**src/rtl/hazard_pkg.sv**
```systemverilog
// Shared encodings and helpers for the ID-stage hazard scoreboard.
package hazard_pkg;

  localparam logic [1:0] CAUSE_NONE   = 2'b00;
  localparam logic [1:0] CAUSE_DATA   = 2'b01;
  localparam logic [1:0] CAUSE_BRANCH = 2'b10;

  localparam logic [6:0] OP_B    = 7'b1100011;
  localparam logic [6:0] OP_LOAD = 7'b0000011;

  function automatic int clog2(input int n);
    int r;
    r = 0;
    for (int i = 0; i < 31; i++)
      if ((1 << i) < n) r = i + 1;
    return r;
  endfunction

endpackage

```
**src/rtl/hazard_scoreboard_sb_entry.sv**
```systemverilog
// One countdown slice: load on set, else count down to zero.
module sb_entry #(
  parameter int CNT_W = 2
) (
  input  logic             clk,
  input  logic             rst,
  input  logic             i_set,
  input  logic [CNT_W-1:0] i_val,
  output logic [CNT_W-1:0] o_cnt
);

  logic [CNT_W-1:0] r_cnt;

  always_ff @(posedge clk or posedge rst) begin
    if (rst)               r_cnt <= '0;
    else if (i_set)        r_cnt <= i_val;
    else if (r_cnt != '0)  r_cnt <= r_cnt - CNT_W'(1);
  end

  assign o_cnt = r_cnt;

endmodule

```
**src/rtl/hazard_scoreboard.sv**
```systemverilog
// ID-stage hazard detector built on per-register writer countdowns,
// with stall cause reporting and a saturating stall-cycle counter.
module hazard_scoreboard
  import hazard_pkg::*;
#(
  parameter int NUM_REGS   = 32,
  parameter int RA_W       = 5,
  parameter int ALU_LAT    = 0,
  parameter int LOAD_LAT   = 1,
  parameter int BR_PENALTY = 1,
  parameter int PERF_W     = 32
) (
  input  logic              clk,
  input  logic              rst,
  input  logic              id_valid,
  input  logic [RA_W-1:0]   id_rs1,
  input  logic [RA_W-1:0]   id_rs2,
  input  logic              id_use_rs1,
  input  logic              id_use_rs2,
  input  logic              id_is_branch,
  input  logic [RA_W-1:0]   id_rd,
  input  logic              id_regwrite,
  input  logic              id_is_load,
  input  logic              flush,
  output logic              stall,
  output logic [1:0]        stall_cause,
  output logic [PERF_W-1:0] stall_count
);

  localparam int MAXL  = (ALU_LAT > LOAD_LAT) ? ALU_LAT : LOAD_LAT;
  localparam int CW    = clog2(MAXL + BR_PENALTY + 1);
  localparam int CNT_W = (CW < 1) ? 1 : CW;
  localparam int NIDX  = 1 << RA_W;

  localparam logic [CNT_W-1:0] SET_ALU = CNT_W'(ALU_LAT + BR_PENALTY);
  localparam logic [CNT_W-1:0] SET_LD  = CNT_W'(LOAD_LAT + BR_PENALTY);
  localparam logic [CNT_W-1:0] BRP     = CNT_W'(BR_PENALTY);

  logic [CNT_W-1:0] w_cnt [NIDX];
  logic             w_haz1;
  logic             w_haz2;
  logic             w_stall;
  logic             w_issue;
  logic [CNT_W-1:0] w_set_val;
  logic [CNT_W-1:0] w_c1;
  logic [CNT_W-1:0] w_c2;
  logic [PERF_W-1:0] r_stall_count;

  assign w_cnt[0]  = '0;
  assign w_set_val = id_is_load ? SET_LD : SET_ALU;

  // Indices past NUM_REGS decode to an empty slot that never hazards.
  for (genvar r = 1; r < NIDX; r++) begin : g_ent
    if (r < NUM_REGS) begin : g_live
      sb_entry #(.CNT_W(CNT_W)) u_ent (
        .clk   (clk),
        .rst   (rst),
        .i_set (w_issue & id_regwrite & (id_rd == RA_W'(r))),
        .i_val (w_set_val),
        .o_cnt (w_cnt[r])
      );
    end else begin : g_pad
      assign w_cnt[r] = '0;
    end
  end

  assign w_c1 = w_cnt[id_rs1];
  assign w_c2 = w_cnt[id_rs2];

  // Branches compare in ID, so they must wait out the extra penalty.
  assign w_haz1 = id_valid & id_use_rs1 & (id_rs1 != '0) &
                  (id_is_branch ? (w_c1 != '0) : (w_c1 > BRP));
  assign w_haz2 = id_valid & id_use_rs2 & (id_rs2 != '0) &
                  (id_is_branch ? (w_c2 != '0) : (w_c2 > BRP));

  assign w_stall = (w_haz1 | w_haz2) & ~flush;
  assign w_issue = id_valid & ~w_stall & ~flush;

  always_comb begin
    stall_cause = CAUSE_NONE;
    unique case (1'b1)
      w_stall &  id_is_branch: stall_cause = CAUSE_BRANCH;
      w_stall & ~id_is_branch: stall_cause = CAUSE_DATA;
      default:                 stall_cause = CAUSE_NONE;
    endcase
  end

  always_ff @(posedge clk or posedge rst) begin
    if (rst)
      r_stall_count <= '0;
    else if (w_stall && (r_stall_count != '1))
      r_stall_count <= r_stall_count + PERF_W'(1);
  end

  assign stall       = w_stall;
  assign stall_count = r_stall_count;

endmodule

```
**config.mk**
```make
export PLATFORM = sky130hd
export DESIGN_NAME = hazard_scoreboard
export DESIGN_NICKNAME = d
export VERILOG_FILES = /design/src/rtl/hazard_pkg.sv /design/src/rtl/hazard_scoreboard_sb_entry.sv /design/src/rtl/hazard_scoreboard.sv
export SDC_FILE = /design/constraint.sdc
export NUM_CORES = 1
export LEC_CHECK = 0
export ABC_AREA = 1
export CELL_PAD_IN_SITES_DETAIL_PLACEMENT = 1
export CELL_PAD_IN_SITES_GLOBAL_PLACEMENT = 2
export CORE_MARGIN = 2
export CORE_UTILIZATION = 36
export DETAILED_ROUTE_END_ITERATION = 6
export PLACE_DENSITY = 0.88
export SLEW_MARGIN = 20
export SYNTH_ARGS = -nofsm -noshare
export SYNTH_HDL_FRONTEND = slang
export SYNTH_SLANG_ARGS = --single-unit
```
**constraint.sdc**
```tcl
create_clock -name clk -period 4.2 [get_ports clk]
set_input_delay 0.63 -clock clk [delete_from_list [all_inputs] [get_ports clk]]
set_output_delay 0.63 -clock clk [all_outputs]
set_load 0.02 [all_outputs]
```
---- Word level (Yosys, flattened, before mapping) ----
Cells that the tools add are included.
cells by class
  $add $sub $neg .......................... 32
  multipliers ............................. 0
  div/mod/pow operators ................... 0
  magnitude comparators ................... 4
  eq/ne operators ......................... 32
  shifts and indexed selects .............. 0
  multiplexer cells ....................... 72
  bitwise operators ....................... 49
  reduce and logical (&&, ||, !) cells .... 67
operator list
  operator                 number
  $mux W2                  67
  $reduce_bool A2 Y1       64
  $eq A5 B5 Y1 const B     16
  $sub A2 B1 Y2 const B    31
  $and A1 B1 Y1            43
  $eq A5 B4 Y1 const B     8
  $add A32 B1 Y32 const B  1
  $ne A32 B32 Y1 const B   1
  $bmux W2 S5              2
  $eq A5 B3 Y1 const B     4
  $ge A6 B6 Y1 const B     2
  $not A5 Y6               2
  $eq A5 B2 Y1 const B     2
  $reduce_bool A5 Y1       2
  $eq A5 B1 Y1 const B     1
  $gt A2 B1 Y1 const B     2
  $pmux W2 S2              1
  $not A1 Y1               3
  $mux W1                  2
  $logic_and A1 B1 Y1      1
  $or A1 B1 Y1             1
word-level totals
  register bits after elaboration ......... 94
  latch bits .............................. 0
  bits in writable memories ............... 0
  bits in read-only memories .............. 0
  input port bits ......................... 24
  output and inout port bits .............. 35
  word-level logic and storage cells ...... 288
  memories kept ........................... 0

---- Depth between registers and ports, before layout ----
Gate-level depths: netlist of run 1.
  depth in word-level cells ............... 15
  gate-level depth with buffers ........... 19
  gate-level depth less buffers ........... 18

---- Hierarchy ----
A second synthesis of run 1 with hierarchy kept.
second synthesis, totals
  cells, all modules ...................... 1,248
  area total of the unflattened synthesis .. 7,806.2 µm²
modules (own cells, without submodules)
  module             times used  cells an instance  area each (µm²)  sequential area each (µm²)
  hazard_scoreboard  1           690                3,966.3          800.8
  sb_entry           31          18                 123.9            50.0

---- Worst setup path before layout of run 1 ----
Ideal clock, no wire load.
  kind .................................... input to output
  start point ............................. input port id_rs1[2]
  end point ............................... output port stall_cause[0]
  arrival time ............................ 2.157 ns
  required time ........................... 3.570 ns
  slack ................................... 1.413 ns
  stages on the path ...................... 14
  path buffers ............................ 1
  path through ............................ buf_4 > nor2_2 > nand2_1 > nor3_1 > nor2_1 > nand2_1 > nor2_1 > nand2_1 > nand3_4 > nand2_2 > inv_4 > nor2_8 > inv_1 > nor2_1
between the ends
  longest elaborated chain between the ends .. 11
  elaborated cells between the ends (all ways) .. 15
  classes of those cells .................. 1 x order compare; 5 x mux; 7 x bitwise; 2 x reduce/logical
ends and longest elaborated chain
  element                                             RTL line                                          RTL
  from (decl)                                         hazard_scoreboard.sv:16                           input logic [RA_W-1:0] id_rs1,
  $not A5 Y6 (not written as such)                    hazard_scoreboard.sv:67                           assign w_c1 = w_cnt[id_rs1];
  $bmux W2 S5                                         hazard_scoreboard.sv:67
  $mux W2 (not written as such) (2 in series)         hazard_scoreboard.sv:67
  $gt A2 B1 Y1 or $reduce_bool A2 Y1 (tied branches)  hazard_scoreboard.sv:72                           (id_is_branch ? (w_c1 != '0) : (w_c1 > BRP));
  $mux W1                                             hazard_scoreboard.sv:72
  $and A1 B1 Y1 *                                     hazard_scoreboard.sv:71                           assign w_haz1 = id_valid & id_use_rs1 & (id_rs1 != '0) &
  $or A1 B1 Y1 *                                      hazard_scoreboard.sv:76                           assign w_stall = (w_haz1 | w_haz2) & ~flush;
  $and A1 B1 Y1 *                                     hazard_scoreboard.sv:76
  net stall                                           hazard_scoreboard.sv:25                           output logic stall,
  $and A1 B1 Y1, on equally long branches             hazard_scoreboard.sv:83, hazard_scoreboard.sv:82
  $pmux W2 S2 *                                       hazard_scoreboard.sv:81                           unique case (1'b1)
  to (decl)                                           hazard_scoreboard.sv:26                           output logic [1:0] stall_cause,
The timed path passes the listed nets; every way through them passes the cells marked *. The select of a mux whose other input is x is not followed.

---- Worst setup path after layout of run 1 ----
  start point ............................. input port id_rs1[3]
  end point ............................... output port stall_cause[1]
between the ends
  longest elaborated chain between the ends .. 11
  elaborated cells between the ends (all ways) .. 15
  classes of those cells .................. 1 x order compare; 5 x mux; 7 x bitwise; 2 x reduce/logical
ends and longest elaborated chain
  element                                             RTL line
  $not A5 Y6 (not written as such)                    hazard_scoreboard.sv:67
  $bmux W2 S5                                         hazard_scoreboard.sv:67
  $mux W2 (not written as such) (2 in series)         hazard_scoreboard.sv:67
  $gt A2 B1 Y1 or $reduce_bool A2 Y1 (tied branches)  hazard_scoreboard.sv:72
  $mux W1                                             hazard_scoreboard.sv:72
  $and A1 B1 Y1 *                                     hazard_scoreboard.sv:71
  $or A1 B1 Y1 *                                      hazard_scoreboard.sv:76
  $and A1 B1 Y1 *                                     hazard_scoreboard.sv:76
  $and A1 B1 Y1, on equally long branches             hazard_scoreboard.sv:83, hazard_scoreboard.sv:82
  $pmux W2 S2 *                                       hazard_scoreboard.sv:81
Every way passes the cells marked *; elsewhere a longest branch is shown, timed or not. The select of a mux whose other input is x is not followed.

==> qor.yml, run 1 <==
final_cell_area_um2: 8451
async_flop_share: 1.000
endpoint_kind: "output pin"
fin_crit_ns: 3.968
clk_latency_ns: 0.36
cts-hold-fix-buffers: 0
syn_to_final_growth_pct: 16.15
r2r_end: "stall_count[4]$_DFFE_PP0P_"
vias: 6851
leakage_nw: 4.022
fin_crit_sh: 0.9448
yosysTopAreaCell: "dfrtp_1"
first_iter_violations: 305
nets: 1162
ys_types: 37
cp.required_ns: 3.57
synth_edf_count: 0
skew_ns: 0.01497
tightest_slew_ns: 1.000
core_area_um2: 20040
first_global_vias: 7120
seq_area_frac_synth: 0.3233
min_to: "g_ent[28].g_live.u_ent.o_cnt[1]$_DFFE_PP0P_"
rrSetupSlack_ns: 1.31
totalWireLength_mm: 23.61
clock.fmax_mhz: 252.0
portBuffers: 58
setup-violations-final: 0
grt_pass1_wl_mm: 38.46
grt-ovfl-total: 0
die_h_um: 146.2
worst_hold_startpoint: "g_ent[28].g_live.u_ent.o_cnt[1]$_DFFE_PP0P_"
dieArea_um2: 21360
gp_congestion: 0.8689
yosys_warnings: 0
hold_viol_final: 0
hp-class: "register to register"
start_util: 0.3631
htreeDepth: 3
status: "complete, no violations"
yosys-top-cells-area: "dfrtp_1 (32%), nand2_1 (16%), inv_1 (6.5%), nor2_1 (6.5%), nand3_1 (6.3%)"
grt.total_usage: 0.2278
min_path_cells: 2
place.detailed.hpwl_mm: 17.98
cts.sinks: 94
dpl_cell_area_um2: 8144
synth-seq-cells: 94
die_w_um: 146.2
path_class: "input port to output pin"
avgViaCountPerCell: 4.961
drive_gt1_frac: 0.07381
final_antenna_net_count: 0
setup_tns_ns: 0
cts_tree: "done"
drc: 0
vdd_drop_max_mv: 0.2446
syn_nets: 1108
cts.clk_slew.worst_paths_ns: 0.06
antenna_cells: 0
worstPathMaxFanout: 10
synthTopCellsByCount: "nand2_1 (314), inv_1 (126), nor2_1 (126), dfrtp_1 (94), nand3_1 (91)"
cts_setup_buffers: 0
cap_violations: 0
clockBufferDepth: 2
ios: 59
worst_setup_path_start_kind: "input port"
syn_avg_cell_area_um2: 6.916
root_buffer: "clkbuf_16"
synth_most_common_cell: "nand2_1"
reg2reg_depth: 14
rows: 52
antenna_found_initial: 0
critPathArrivalTime_ns: 3.34
worst_slew_margin_rel: 0.3331
synthesis.area_um2: 7276
firstDrtPassIters: 5
yosysTopAreaCellShare: 0.3233
synth_flop_cell: "dfrtp_1"
rsz0062_at_grt: "no"
syn_inst: 1052
grt_max_degree: 74
routedWlPerCell_um: 17.10
cts_inserted_buffers: 9
p_per_area_nw_per_um2: 561.3
r2r-start: "stall_count[0]$_DFFE_PP0P_"
drv_slew: 0
## routing by layer
metal | vias to the layer above | share of wire | wire length, um | global-route usage
met5 | - | 0 | 0 | 0
met2 | 111 | 0.47 | 11150 | 0.3880
met3 | 32 | 0.040 | 944 | 0.04125
li1 | 3424 | - | - | -
met4 | 0 | 0.018 | 414 | 0.05340
met1 | 3284 | 0.47 | 11110 | 0.3018
## through the flow
step	hold slack [ns]	util	std cells	setup slack (ns)	power [mW]
floorplan	0.4753	-	1052	1.121	3.273
global placement	0.4965	0.4064	1365	0.1251	3.813
detailed placement	0.5036	0.4064	1365	0.1001	3.898
CTS	0.5207	0.4213	1381	0.09270	4.797
global route	0.5470	0.4217	1381	0.02257	5.211
finish	0.5141	0.4217	1381	0.2318	4.744
## how the worst max path moves through the flow
stage                          from                                     endpoint  slack [ns]  cells past startpoint
after floorplan                 rst  g_ent[10].g_live.u_ent.o_cnt[0]$_DFFE_PP0P_        1.12                      1
after global placement    id_rs1[2]                               stall_cause[0]        0.13                     15
after detailed placement  id_rs1[2]                               stall_cause[1]        0.10                     15
after CTS                 id_rs1[2]                               stall_cause[1]        0.09                     15
after global routing      id_rs1[3]                               stall_cause[1]        0.02                     15
final                     id_rs1[3]                               stall_cause[1]        0.23                     15
## placed cells by master (no fill, tap or decap), drive strengths merged
| cell type | netlist | final |
|---|---|---|
| nand3 | 92 | 92 |
| o311ai | 1 | 1 |
| nand3b | 1 | 1 |
| nand4 | 6 | 6 |
| buf | 27 | 16 |
| clkdlybuf4s50 | 0 | 57 |
| a31oi | 1 | 1 |
| clkinvlp | 0 | 1 |
| o21ai | 55 | 55 |
| nor4b | 1 | 1 |
| o21bai | 4 | 4 |
| xor2 | 40 | 40 |
| nand2 | 317 | 317 |
| mux2 | 27 | 27 |
| inv | 132 | 133 |
| o211ai | 8 | 8 |
| nor4 | 8 | 8 |
| bufinv | 0 | 1 |
| dlymetal6s2s | 0 | 1 |
| dfrtp | 94 | 94 |
| ha | 32 | 32 |
| and2 | 11 | 11 |
| nor3 | 22 | 22 |
| clkbuf | 4 | 9 |
| xnor2 | 20 | 20 |
| nor2 | 133 | 133 |
| clkinv | 3 | 7 |
| a21oi | 13 | 13 |
## critical path, stage by stage
cell and delay (ns):
clkdlybuf4s50_1 0.61, nor2_4 0.24, nand2_1 0.14, nor3_1 0.22
nor2_1 0.08, nand2_1 0.07, nor2_1 0.05, nand2_1 0.10
nand3_4 0.12, nand2_2 0.11, inv_4 0.09, nor2_8 0.12
inv_1 0.07, nor2_1 0.09, clkdlybuf4s50_1 0.60
## state kept, by name, summed over array words and instances (netlist names)
signal                    cells
g_ent.g_live.u_ent.o_cnt     62
stall_count                  32
## kinds of logic (layout without fill, tap and decap cells)
family          Yosys count  in the layout  share of synthesized area
flops                    94             94                     0.3233
xor+xnor                 60             60                    0.07223
compound gates           82             82                    0.06277
fa+ha+maj                32             32                    0.05503
simple gates            591            591                     0.3457
mux                      27             27                    0.04179
buf+inv                 166            225                    0.09922
## power by group
group	switching, mW	internal, mW
registers	0.264	1.27
logic	1.27	1.08
clock network	0.403	0.465
total	1.94	2.81
## area by class of cell
type                       instances  area [um^2]
inverter                         135        514.2
multi-input combinational        792         4207
sequential                        94         2352
tap                              270        337.8
fill                            2643        11590
clock inverter                     7        73.82
clock buffer                       9        225.2
timing repair buffer              74        740.7
## what timing repair did
item,CTS,global route
resized for setup,0,3
endpoints found under the hold margin,0,0
endpoints found under the setup margin,0,3
Power figures use the tool's default switching activity.
==> run 2, diff against run 1 <==
GPL_ROUTABILITY_DRIVEN = 0   (was default)
==> results of run 2 <==
Final layout, timing and power as in run 1 (identical DEF).
==> run 3, diff against run 2 <==
HOLD_SLACK_MARGIN = 0.05   (was default)
RECOVER_POWER = 25   (was default)
==> run 3 against run 2 <==
- the flow now finishes with violations (max-capacitance violations, max-slew violations)
- design area about the same
- sequential power about the same
- sequential cell count unchanged
- wire length about the same
- fmax about the same
- utilization about the same
- total power about the same
- combinational power hardly changed
- register-to-register slack hardly changed
- global-route usage unchanged
- clock-buffer cell count stayed put
- critical endpoint unchanged
- largest power group unchanged
==> qor.yml, run 3 (synthesis gave the netlist of run 1 again) <==
cts_inserted_buffers: 9
worst_slew_margin_rel: -1.078
layout_common_cells: "nand2_1 (314), inv_1 (126), nor2_1 (126), dfrtp_1 (94), nand3_1 (91)"
leakage_nw: 4.023
first_iter_violations: 311
ios: 59
cts.clk_slew.worst_paths_ns: 0.06
portBuffers: 58
worstPathMaxFanout: 10
min_to: "g_ent[28].g_live.u_ent.o_cnt[1]$_DFFE_PP0P_"
rows: 52
routedWlPerCell_um: 17.11
r2r_end: "stall_count[25]$_DFFE_PP0P_"
mostFrequentLayoutCell: "nand2_1"
dieArea_um2: 21360
nets: 1162
setup-violations-final: 0
tightest_slew_ns: 3.117
path_class: "input port to output pin"
dp.cells: 1365
vdd_drop_max_mv: 0.2450
final_antenna_net_count: 0
drc: 0
largest_reg_flops: 62
root_buffer: "clkbuf_16"
first_global_vias: 7120
total_power_mw: 4.743
die_h_um: 146.2
clk_latency_ns: 0.36
p_per_area_nw_per_um2: 561.5
fin_crit_ns: 3.966
fin_crit_sh: 0.9443
drv_slew: 74
clock.fmax_mhz: 252.2
cts.sinks: 94
violations: "max-capacitance violations, max-slew violations"
cpPeakStageDelay_ns: 0.61
place.detailed.hpwl_mm: 17.98
endpoint_kind: "output pin"
avgViaCountPerCell: 4.970
critPathSlowestCell: "clkdlybuf4s50_1"
worst_hold_startpoint: "g_ent[28].g_live.u_ent.o_cnt[1]$_DFFE_PP0P_"
instances_no_fill: 1381
critPathArrivalTime_ns: 3.34
cp.required_ns: 3.57
firstDrtPassIters: 4
grt_max_degree: 74
drive_gt1_frac: 0.07291
die_w_um: 146.2
vias: 6864
cts-hold-fix-buffers: 0
grt_pass1_wl_mm: 38.46
worst_slack_ns: 0.2342
antenna_cells: 0
worst_setup_path_start_kind: "input port"
rrSetupSlack_ns: 1.30
clockBufferDepth: 2
status: "finished with violations"
syn_to_final_growth_pct: 16.11
setup_tns_ns: 0
grt-ovfl-total: 0
core_area_um2: 20040
crit_chain: "clkdlybuf4s50_1 > nor2_4 > nand2_1 > nor3_1 > nor2_1 > nand2_1 > nor2_1 > nand2_1 > nand3_4 > nand2_2 > inv_4 > nor2_8 > inv_1 > nor2_1 > clkdlybuf4s50_1"
grt.total_usage: 0.2278
hp-class: "register to register"
rsz0062_at_grt: "no"
cap_violations: 1
antenna_found_initial: 0
dp_slack_ns: 0.1001
final_core_util: 0.4216
min_path_cells: 2
r2r-start: "stall_count[0]$_DFFE_PP0P_"
totalWireLength_mm: 23.63
reg2reg_depth: 14
skew_ns: 0.01497
htreeDepth: 3
cts_tree: "done"
hold_viol_final: 0
start_util: 0.3631
## run 3: cell types whose count changed in the layout (fill, tap and decap cells not counted)
cell             delta
dlygate4sd3_1       +1
inv_1               +1
clkdlybuf4s50_1     -1
inv_4               -1
## run 3: how the worst max path moves through the flow
stage	start	end	slack, ns
floorplan	rst	g_ent[10].g_live.u_ent.o_cnt[0]$_DFFE_PP0P_	1.12
finish	id_rs1[3]	stall_cause[1]	0.23
detailed placement	id_rs1[2]	stall_cause[1]	0.10
global route	id_rs1[3]	stall_cause[1]	0.02
CTS	id_rs1[2]	stall_cause[1]	0.09
global placement	id_rs1[2]	stall_cause[0]	0.13
## run 3: worst max-delay path, delay by kind of cell
family | cells | cell delay, ns
buffers and inverters | 4 | 1.36
AND/OR/NAND/NOR | 11 | 1.34
## run 3: power breakdown
part,total (mW),switching [mW],leakage [nW],internal (mW)
clock network,0.867,0.403,0.146,0.465
registers,1.53,0.263,1.17,1.27
logic,2.35,1.27,2.71,1.08
## run 3: through the flow
step	instance area (um^2)	hold slack (ns)
after floorplan	7276	0.4753
after global routing	8448	0.5470
final	8448	0.5139
after CTS	8443	0.5207
after detailed placement	8144	0.5036
after global placement	8144	0.4965
## run 3: repair_timing
item / in CTS / in global routing
setup endpoints to repair: 0 / 3
setup buffers: 0 / 0
gates resized for setup: 0 / 3
## run 3: layout make-up
type	instances	area, um^2
sequential	94	2352
fill	2643	11590
tap	270	337.8
multi-input combinational	792	4207
timing repair buffer	74	740.7
clock inverter	7	73.82
inverter	135	511.7
clock buffer	9	225.2
## run 3: metal layers
metal / GRT usage / vias to the layer above / wire length [um]
met1: 0.3018 / 3286 / 11120
met5: 0 / - / 0
met4: 0.05340 / 0 / 414
met2: 0.3880 / 117 / 11120
met3: 0.04125 / 32 / 970
li1: - / 3429 / -
